==> config.mk <==
export PLATFORM = sky130hd
export DESIGN_NAME = mips_tlb
export DESIGN_NICKNAME = d
export VERILOG_FILES = /design/src/rtl/mips_tlb.sv
export SDC_FILE = /design/constraint.sdc
export NUM_CORES = 2
export LEC_CHECK = 0
export BUFFER_PORTS_ARGS = -buffer_cell sky130_fd_sc_hd__buf_2
export CAP_MARGIN = 20
export CORE_ASPECT_RATIO = 0.5
export CORE_MARGIN = 2
export CORE_UTILIZATION = 50
export CTS_BUF_LIST = sky130_fd_sc_hd__clkbuf_16
export CTS_CLUSTER_DIAMETER = 120
export DETAILED_ROUTE_END_ITERATION = 10
export GPL_TIMING_DRIVEN = 0
export PLACE_DENSITY = 0.69
export SYNTH_ARGS = -nofsm -noshare
export SYNTH_HDL_FRONTEND = slang
export SYNTH_SLANG_ARGS = --single-unit
==> constraint.sdc <==
create_clock -name clk -period 3.6 [get_ports clk]
set_input_delay 0.72 -clock clk [delete_from_list [all_inputs] [get_ports clk]]
set_output_delay 0.72 -clock clk [all_outputs]
set_load 0.02 [all_outputs]
==> src/rtl/mips_tlb.sv <==
// Fully associative MIPS32-style joint TLB: I/D lookup channels, CP0 write/probe/read, Random/Wired.
// Latency: lookups and probes register in 1 cycle; CP0 reads are combinational.
// Backpressure: none; x_en = 0 holds the channel's registered result.
module mips_tlb #(
    parameter int TLB_ENTRIES = 16,
    parameter int K0_UNCACHED = 0,
    localparam int IDX_W = $clog2(TLB_ENTRIES)
) (
    input  logic             clk,
    input  logic             resetn,
    input  logic [7:0]       asid,
    input  logic             i_en,
    input  logic [31:0]      i_vaddr,
    output logic [31:0]      i_paddr,
    output logic             i_miss,
    output logic             i_invalid,
    output logic             i_uncached,
    input  logic             d_en,
    input  logic [31:0]      d_vaddr,
    input  logic             d_store,
    output logic [31:0]      d_paddr,
    output logic             d_miss,
    output logic             d_invalid,
    output logic             d_modified,
    output logic             d_uncached,
    input  logic             tlb_we,
    input  logic             tlb_wr_random,
    input  logic [IDX_W-1:0] tlb_index,
    input  logic [31:0]      entryhi,
    input  logic [31:0]      entrylo0,
    input  logic [31:0]      entrylo1,
    input  logic             tlbp,
    output logic             probe_miss,
    output logic [IDX_W-1:0] probe_index,
    output logic [31:0]      r_entryhi,
    output logic [31:0]      r_entrylo0,
    output logic [31:0]      r_entrylo1,
    input  logic             wired_we,
    input  logic [IDX_W-1:0] wired_data,
    output logic [IDX_W-1:0] random
);

    localparam logic [IDX_W-1:0] RAND_TOP = IDX_W'(TLB_ENTRIES - 1);

    typedef struct packed {
        logic [19:0] pfn;
        logic [2:0]  c;
        logic        d;
        logic        v;
    } half_t;

    typedef struct packed {
        logic [18:0] vpn2;
        logic [7:0]  asid;
        logic        g;
        half_t       lo0;
        half_t       lo1;
    } entry_t;

    typedef struct packed {
        logic             hit;
        logic [IDX_W-1:0] idx;
    } match_t;

    typedef struct packed {
        logic [31:0] paddr;
        logic        miss;
        logic        invalid;
        logic        modified;
        logic        uncached;
    } res_t;

    entry_t           ent_q [TLB_ENTRIES];
    res_t             i_res_d, i_res_q, d_res_d, d_res_q;
    match_t           probe_d;
    logic             probe_miss_q;
    logic [IDX_W-1:0] probe_idx_q;
    logic [IDX_W-1:0] random_q, random_d, wired_q, wired_d, wr_idx;
    entry_t           new_ent;

    // Scan from the top down so the lowest matching index is the one that sticks.
    function automatic match_t find(input logic [18:0] vpn2, input logic [7:0] as);
        match_t m;
        m = '0;
        for (int i = TLB_ENTRIES - 1; i >= 0; i--) begin
            if (ent_q[i].vpn2 == vpn2 && (ent_q[i].g || ent_q[i].asid == as)) begin
                m.hit = 1'b1;
                m.idx = IDX_W'(i);
            end
        end
        return m;
    endfunction

    function automatic res_t lookup(input logic [31:0] va, input logic [7:0] as, input logic st);
        res_t   r;
        match_t m;
        half_t  h;
        r = '0;
        m = find(va[31:13], as);
        h = va[12] ? ent_q[m.idx].lo1 : ent_q[m.idx].lo0;
        if (va[31:30] == 2'b10) begin
            r.paddr    = {3'b000, va[28:0]};
            r.uncached = va[29] | (K0_UNCACHED != 0);
        end else if (m.hit) begin
            r.paddr    = {h.pfn, va[11:0]};
            r.uncached = (h.c == 3'd2);
            r.invalid  = !h.v;
            r.modified = h.v & !h.d & st;
        end else begin
            r.miss = 1'b1;
        end
        return r;
    endfunction

    always_comb begin
        i_res_d = lookup(i_vaddr, asid, 1'b0);
        d_res_d = lookup(d_vaddr, asid, d_store);
        probe_d = find(entryhi[31:13], entryhi[7:0]);
    end

    always_comb begin
        wr_idx           = tlb_wr_random ? random_q : tlb_index;
        new_ent          = '0;
        new_ent.vpn2     = entryhi[31:13];
        new_ent.asid     = entryhi[7:0];
        new_ent.g        = entrylo0[0] & entrylo1[0];
        new_ent.lo0      = {entrylo0[25:6], entrylo0[5:3], entrylo0[2], entrylo0[1]};
        new_ent.lo1      = {entrylo1[25:6], entrylo1[5:3], entrylo1[2], entrylo1[1]};
    end

    always_comb begin
        wired_d  = wired_q;
        random_d = random_q - IDX_W'(1);
        if (wired_we) begin
            random_d = RAND_TOP;
            wired_d  = wired_data;
        end else if (random_q <= wired_q) begin
            random_d = RAND_TOP;
        end
    end

    always_ff @(posedge clk or negedge resetn) begin
        if (!resetn) begin
            for (int i = 0; i < TLB_ENTRIES; i++) begin
                ent_q[i] <= '0;
            end
            i_res_q      <= '0;
            d_res_q      <= '0;
            probe_miss_q <= 1'b1;
            probe_idx_q  <= '0;
            random_q     <= RAND_TOP;
            wired_q      <= '0;
        end else begin
            if (i_en) begin
                i_res_q <= i_res_d;
            end
            if (d_en) begin
                d_res_q <= d_res_d;
            end
            if (tlbp) begin
                probe_miss_q <= !probe_d.hit;
                probe_idx_q  <= probe_d.idx;
            end
            if (tlb_we) begin
                ent_q[wr_idx] <= new_ent;
            end
            random_q <= random_d;
            wired_q  <= wired_d;
        end
    end

    assign i_paddr     = i_res_q.paddr;
    assign i_miss      = i_res_q.miss;
    assign i_invalid   = i_res_q.invalid;
    assign i_uncached  = i_res_q.uncached;
    assign d_paddr     = d_res_q.paddr;
    assign d_miss      = d_res_q.miss;
    assign d_invalid   = d_res_q.invalid;
    assign d_modified  = d_res_q.modified;
    assign d_uncached  = d_res_q.uncached;
    assign probe_miss  = probe_miss_q;
    assign probe_index = probe_idx_q;
    assign random      = random_q;

    // G lives once per entry and is mirrored into both lo words on read.
    assign r_entryhi  = {ent_q[tlb_index].vpn2, 5'b00000, ent_q[tlb_index].asid};
    assign r_entrylo0 = {6'b000000, ent_q[tlb_index].lo0, ent_q[tlb_index].g};
    assign r_entrylo1 = {6'b000000, ent_q[tlb_index].lo1, ent_q[tlb_index].g};

    logic unused_bits;
    assign unused_bits = ^{entryhi[12:8], entrylo0[31:26], entrylo1[31:26], i_res_q.modified};

endmodule

## Word level (Yosys, flattened, before mapping)

Cells that the tools add are included.

| operators by class | value |
|---|---|
| $add $sub $neg | 1 |
| magnitude comparators | 6 |
| equal/unequal tests | 84 |
| multiplexer cells | 77 |
| bitwise logic cells | 7 |
| reductions and logical operators | 85 |

Operators by type and width:

| cell | count |
|---|---|
| $bwmux 1248 | 1 |
| $bmux 78 s4 | 3 |
| $eq 19x19->1 | 48 |
| $demux 78 s4 | 1 |
| $eq 8x8->1 | 32 |
| $mux 5 | 48 |
| $mux 78 | 3 |
| $mux 50 | 4 |
| $mux 32 | 4 |
| $mux 25 | 2 |
| $logic_and 1x1->1 | 49 |
| $logic_or 1x1->1 | 32 |
| $ge 5x5->1 const B | 4 |
| $not 4->5 | 4 |
| $mux 3 | 4 |
| $mux 4 | 3 |
| $eq 3x2->1 const B | 2 |
| $lt 5x1->1 const B | 1 |
| $eq 2x2->1 const B | 2 |
| $le 4x4->1 | 1 |
| $logic_not 1->1 | 4 |
| $mux 1 | 4 |
| $sub 4x1->4 const B | 1 |
| $and 1x1->1 | 3 |

| storage, ports and cells | value |
|---|---|
| flip-flop bits (word level) | 1332 |
| output and inout bits | 176 |
| word-level logic and storage cells | 449 |

## Longest topological paths before layout

| depth | value |
|---|---|
| word-level depth | 29 |
| gate-level depth with buffers | 18 |
| depth with buffers taken out | 12 |

## Worst setup path before layout

OpenSTA, ideal clock, no wires.

| timing | value |
|---|---|
| path type | input -> register |
| from | input i_vaddr[28] |
| to | register i_res_q (netlist bit i_paddr[30]) |
| setup time | 0.122 ns |
| arrival | 3.896 ns |
| required time | 3.478 ns |
| path slack | -0.418 ns |
| stages | 14 |
| buffers on the path | 2 |
| cell sequence | buf_2 buf_2 xnor2_1 nand4_1 nor4_1 nand3_1 a211oi_1 a2111oi_4 o21ai_4 mux4_2 and2_4 a2111oi_4 a41oi_1 a32o_1 |

| between the ends | value |
|---|---|
| longest elaborated chain between the ends | 25 |
| elaborated cells on any way between the ends | 55 |

Ends and longest elaborated chain:

| item | line | text |
|---|---|---|
| from (decl) | 13 | `input logic [31:0] i_vaddr,` |
| $eq 19x19->1 | 86 | `if (ent_q[i].vpn2 == vpn2 && (ent_q[i].g \|\| ent_q[i].asid == as)) begin` |
| $logic_and 1x1->1 | 86 |  |
| $mux 5 (15 in series) | 86 |  |
| $mux 5 (*) | 86 |  |
| $not 4->5 (implied by the code) | 100 | `h = va[12] ? ent_q[m.idx].lo1 : ent_q[m.idx].lo0;` |
| $bmux 78 s4 | 100 |  |
| $mux 50 (implied by the code) (2 in series) | 100 |  |
| $mux 25 | 100 |  |
| $mux 32 (*) | 104 | `end else if (m.hit) begin` |
| $mux 32 (*) | 101 | `if (va[31:30] == 2'b10) begin` |
| to (signal assigned) | 155 | `i_res_q <= i_res_d;` |
| to (decl) | 74 | `res_t i_res_d, i_res_q, d_res_d, d_res_q;` |

Every way passes the cells marked *; elsewhere a longest branch is shown, timed or not. The select of a mux whose other input is x is not followed.
A chain may end at the register's enable or synchronous reset.

## Final worst setup path

| timing | value |
|---|---|
| from | register ent_q[62] (netlist bit) |
| to | register i_res_q (netlist bit i_paddr[29]) |

| between the ends | value |
|---|---|
| longest elaborated chain between the ends | 25 |

Ends and longest elaborated chain:

| item | line | text |
|---|---|---|
| from (decl) | 73 | `entry_t ent_q [TLB_ENTRIES];` |
| from (signal, indexed assignment) | 165 | `ent_q[wr_idx] <= new_ent;` |
| $eq 19x19->1 (*) | 86 |  |
| $logic_and 1x1->1 (*) | 86 |  |
| $mux 5 (*) (16 in series) | 86 |  |
| $not 4->5 (implied by the code) | 100 |  |
| $bmux 78 s4 | 100 |  |
| $mux 50 (implied by the code) (2 in series) | 100 |  |
| $mux 25 | 100 |  |
| $mux 32 (*) | 104 |  |
| $mux 32 (*) | 101 |  |

Marked as above.

==> qor.yml <==
status: "finished, violations left"
violations: "setup timing"
num-nets-final: 7930
area_delta_synth_final_pct: 19.2
ys_types: 96
gp_congestion: 1.08
finClkSkew_ps: 80.3
worst_pin_slew_ps: 1280
antenna_found_initial: 38
whs_ps: 108
setup_ws_ps: -1120
maxSlewViolCount: 0
cts_made_buffers: 139
post_drt_wl_per_cell_microns: 41.6
grt_pass1_wl_mm: 571
cts_buffer_depth: 4
htree_levels: 4
hold_violations: 0
synthCells: 7055
synth_ff_type: "dfrtp_1"
clock_sinks: 1332
hold_class: "in2reg"
ant_nets: 0
max_stage_delay_ps: 530
clkLatencyLatePin_ps: 870
drc_errors: 0
grt_overflow: 0
r2r-end: "i_paddr[29]"
ff2ff_path_depth: 15
pwr_density_cell_nw_per_um2: 541
fill_cells: 13900
slew_headroom: 0.147
path_clk_slew_ps: 80
maxCapViolCount: 0
drt_iter0_markers: 11700
via_per_inst: 7.18
reg2reg_slack_ps: -1120
cp_slowest_cell: "dfrtp_2"
path_class: "reg2reg"
core.rowCount: 107
yosysWarnings: 0
arrival_ps: 5450
wl_mm: 423
ys_ff_latch: 1332
vias: 72900
finalNonFillerCells: 10200
drive_above_1_share: 0.410
synth_async_sr_flop_share: 1.00
io_pins: 361
whs_path_depth: 2
end_kind: "flip-flop"
die_y_microns: 298
synth-edff-count: 0
ir_drop_uv: 297
grt_max_degree: 168
crit_path_max_fanout: 6
total_power_w: 0.0559
synth_area_sq_um: 86600
min-delay-start: "i_vaddr[6]"
multiInputGateArea_sq_um: 51900
fin_crit_sh: 1.31
hold_end: "i_paddr[6]"
fin_util: 0.603
crit_path_cell_trace: "xor2_1, nor4_1, nand4_1, nor3_4, o211ai_1, a2111oi_4, buf_6, o21a_4, buf_12, buf_12, buf_12, mux4_2, a22oi_2, nand3_2, a32o_1"
fin_crit_ps: 4720
seqCellArea_sq_um: 33400
dieArea_sq_um: 177000
syn_area_per_cell_sq_um: 12.3
fp.coreArea_sq_um: 171000
fmax_ghz: 0.212
cpMostUsedCell: "buf_12"
port_buffers: 248
cts_tree: "built"
gr-usage-all-layers: 0.468
fin_setup_tns_ps: -48110
leakage_nw: 44.4
dr.pass1.iters: 9
dp_hpwl_mm: 306
rsz0062_at_grt: "true"
critPathRequiredTime_ps: 4330
grt_pass1_vias: 70000
dpl.cell_count: 9682
finalSetupViolations: 92
yosysSeqAreaShare: 0.385
critPathLaunchType: "flip-flop"
cts_root_buf: "clkbuf_16"
rr_startpoint: "ent_q[62]"
start_util: 0.506
fp.dieW_microns: 592
[flip-flops by register name, indices dropped and copies added, names as in the netlist]
name	cells
d_invalid	1
d_miss	1
d_modified	1
d_paddr	32
d_uncached	1
ent_q	1248
i_invalid	1
i_miss	1
i_paddr	32
i_uncached	1
probe_index	4
probe_miss	1
random	4
wired_q	4
[through the flow]
stage	setup WS (ps)	instance area [sq um]
2_1_floorplan	-212	87300
3_3_place_gp	-28430	91400
3_5_place_dp	-2980	92800
4_1_cts	-727	101000
5_1_grt	-1070	103000
6_report	-1120	103000
[power breakdown]
part | switching [W] | internal, W
sequential | 0.00610 | 0.0186
combinational | 0.00752 | 0.00859
clock | 0.00675 | 0.00830
[timing repair]
action / in CTS / in global routing
hold endpoints to repair: 34 / 0
gates cloned: 9 / 6
buffers inserted: 116 / 76
endpoints found under the setup margin: 289 / 303
hold buffers: 1 / 0
gates resized for setup: 687 / 314
pin swaps: 99 / 107
[how the worst max path moves through the flow]
stage,from,to,slack (ps),depth (start not counted)
after CTS,ent_q[65],d_paddr[20],-730,16
final,ent_q[62],i_paddr[29],-1120,15
after global placement,resetn,ent_q[1109],-28430,1
after floorplan,d_vaddr[18],d_uncached,-210,15
after detailed placement,d_vaddr[21],d_paddr[14],-2980,16
after global routing,ent_q[62],i_paddr[29],-1070,15
[synthesized netlist by cell type (43+ instances only)]
| library cell | count | area [sq um] |
|---|---|---|
| buf_4 | 78 | 586 |
| a21oi_1 | 108 | 541 |
| buf_1 | 156 | 586 |
| nor3_1 | 43 | 215 |
| and3_1 | 46 | 288 |
| nand2_1 | 287 | 1080 |
| mux2i_1 | 570 | 5710 |
| a222oi_1 | 75 | 751 |
| nand3_1 | 173 | 866 |
| xor2_1 | 863 | 7560 |
| o21ai_0 | 51 | 255 |
| mux4_2 | 431 | 9710 |
| nor4_1 | 219 | 1370 |
| dfrtp_1 | 1327 | 33200 |
| buf_2 | 119 | 596 |
| xnor2_1 | 307 | 2690 |
| nand4_1 | 97 | 607 |
| clkbuf_1 | 289 | 1080 |
| a211oi_1 | 50 | 375 |
| nor2_1 | 50 | 188 |
| mux2_2 | 1303 | 14700 |
[cell families after synthesis]
logic type / share of synthesized area
XOR/XNOR: 0.118
flip-flops: 0.385
AND/OR/NAND/NOR: 0.0623
other: 0.0000433
multiplexers: 0.348
buffers and inverters: 0.0393
AO/OA/AOI/OAI: 0.0460
adder cells (fa/ha/maj): 0.000723
[final cells by class]
cell class                 instances  share of cell area
multi-input combinational       5033               0.502
sequential                      1332               0.324
buffer                           671              0.0511
timing repair buffer             537              0.0507
clock buffer                     140              0.0339
tap                             2289              0.0277
clock inverter                    93             0.00864
inverter                          26            0.000946
antenna                           36            0.000873
[placed cells by master, fill, tap and decap left out, drive strengths merged, types with 97 or more instances in the layout]
cell type | synthesis | routed
nand4 | 97 | 97
dfrtp | 1327 | 1327
buf | 390 | 920
xnor2 | 307 | 307
xor2 | 863 | 863
mux4 | 432 | 432
mux2i | 570 | 570
nor4 | 222 | 222
a21oi | 109 | 109
clkbuf | 290 | 424
mux2 | 1307 | 1307
nand2 | 287 | 287
nand3 | 173 | 173
[layer usage]
layer | global-route usage | up-vias | part of all wire
li1 | - | 27600 | -
met1 | 0.587 | 37300 | 0.36
met2 | 0.640 | 6199 | 0.40
met3 | 0.222 | 1718 | 0.15
met4 | 0.307 | 32 | 0.080
met5 | 0.00406 | - | 0.00098
[worst max-delay path, delay by kind of cell (launching register included)]
kind	cells	cell delay, ps
AO/OA/AOI/OAI	5	1400
AND/OR/NAND/NOR	4	1350
buffers and inverters	4	570
flip-flops	1	530
multiplexers	1	530
XOR/XNOR	1	180
Note: power is estimated with default switching activity, not from simulation.
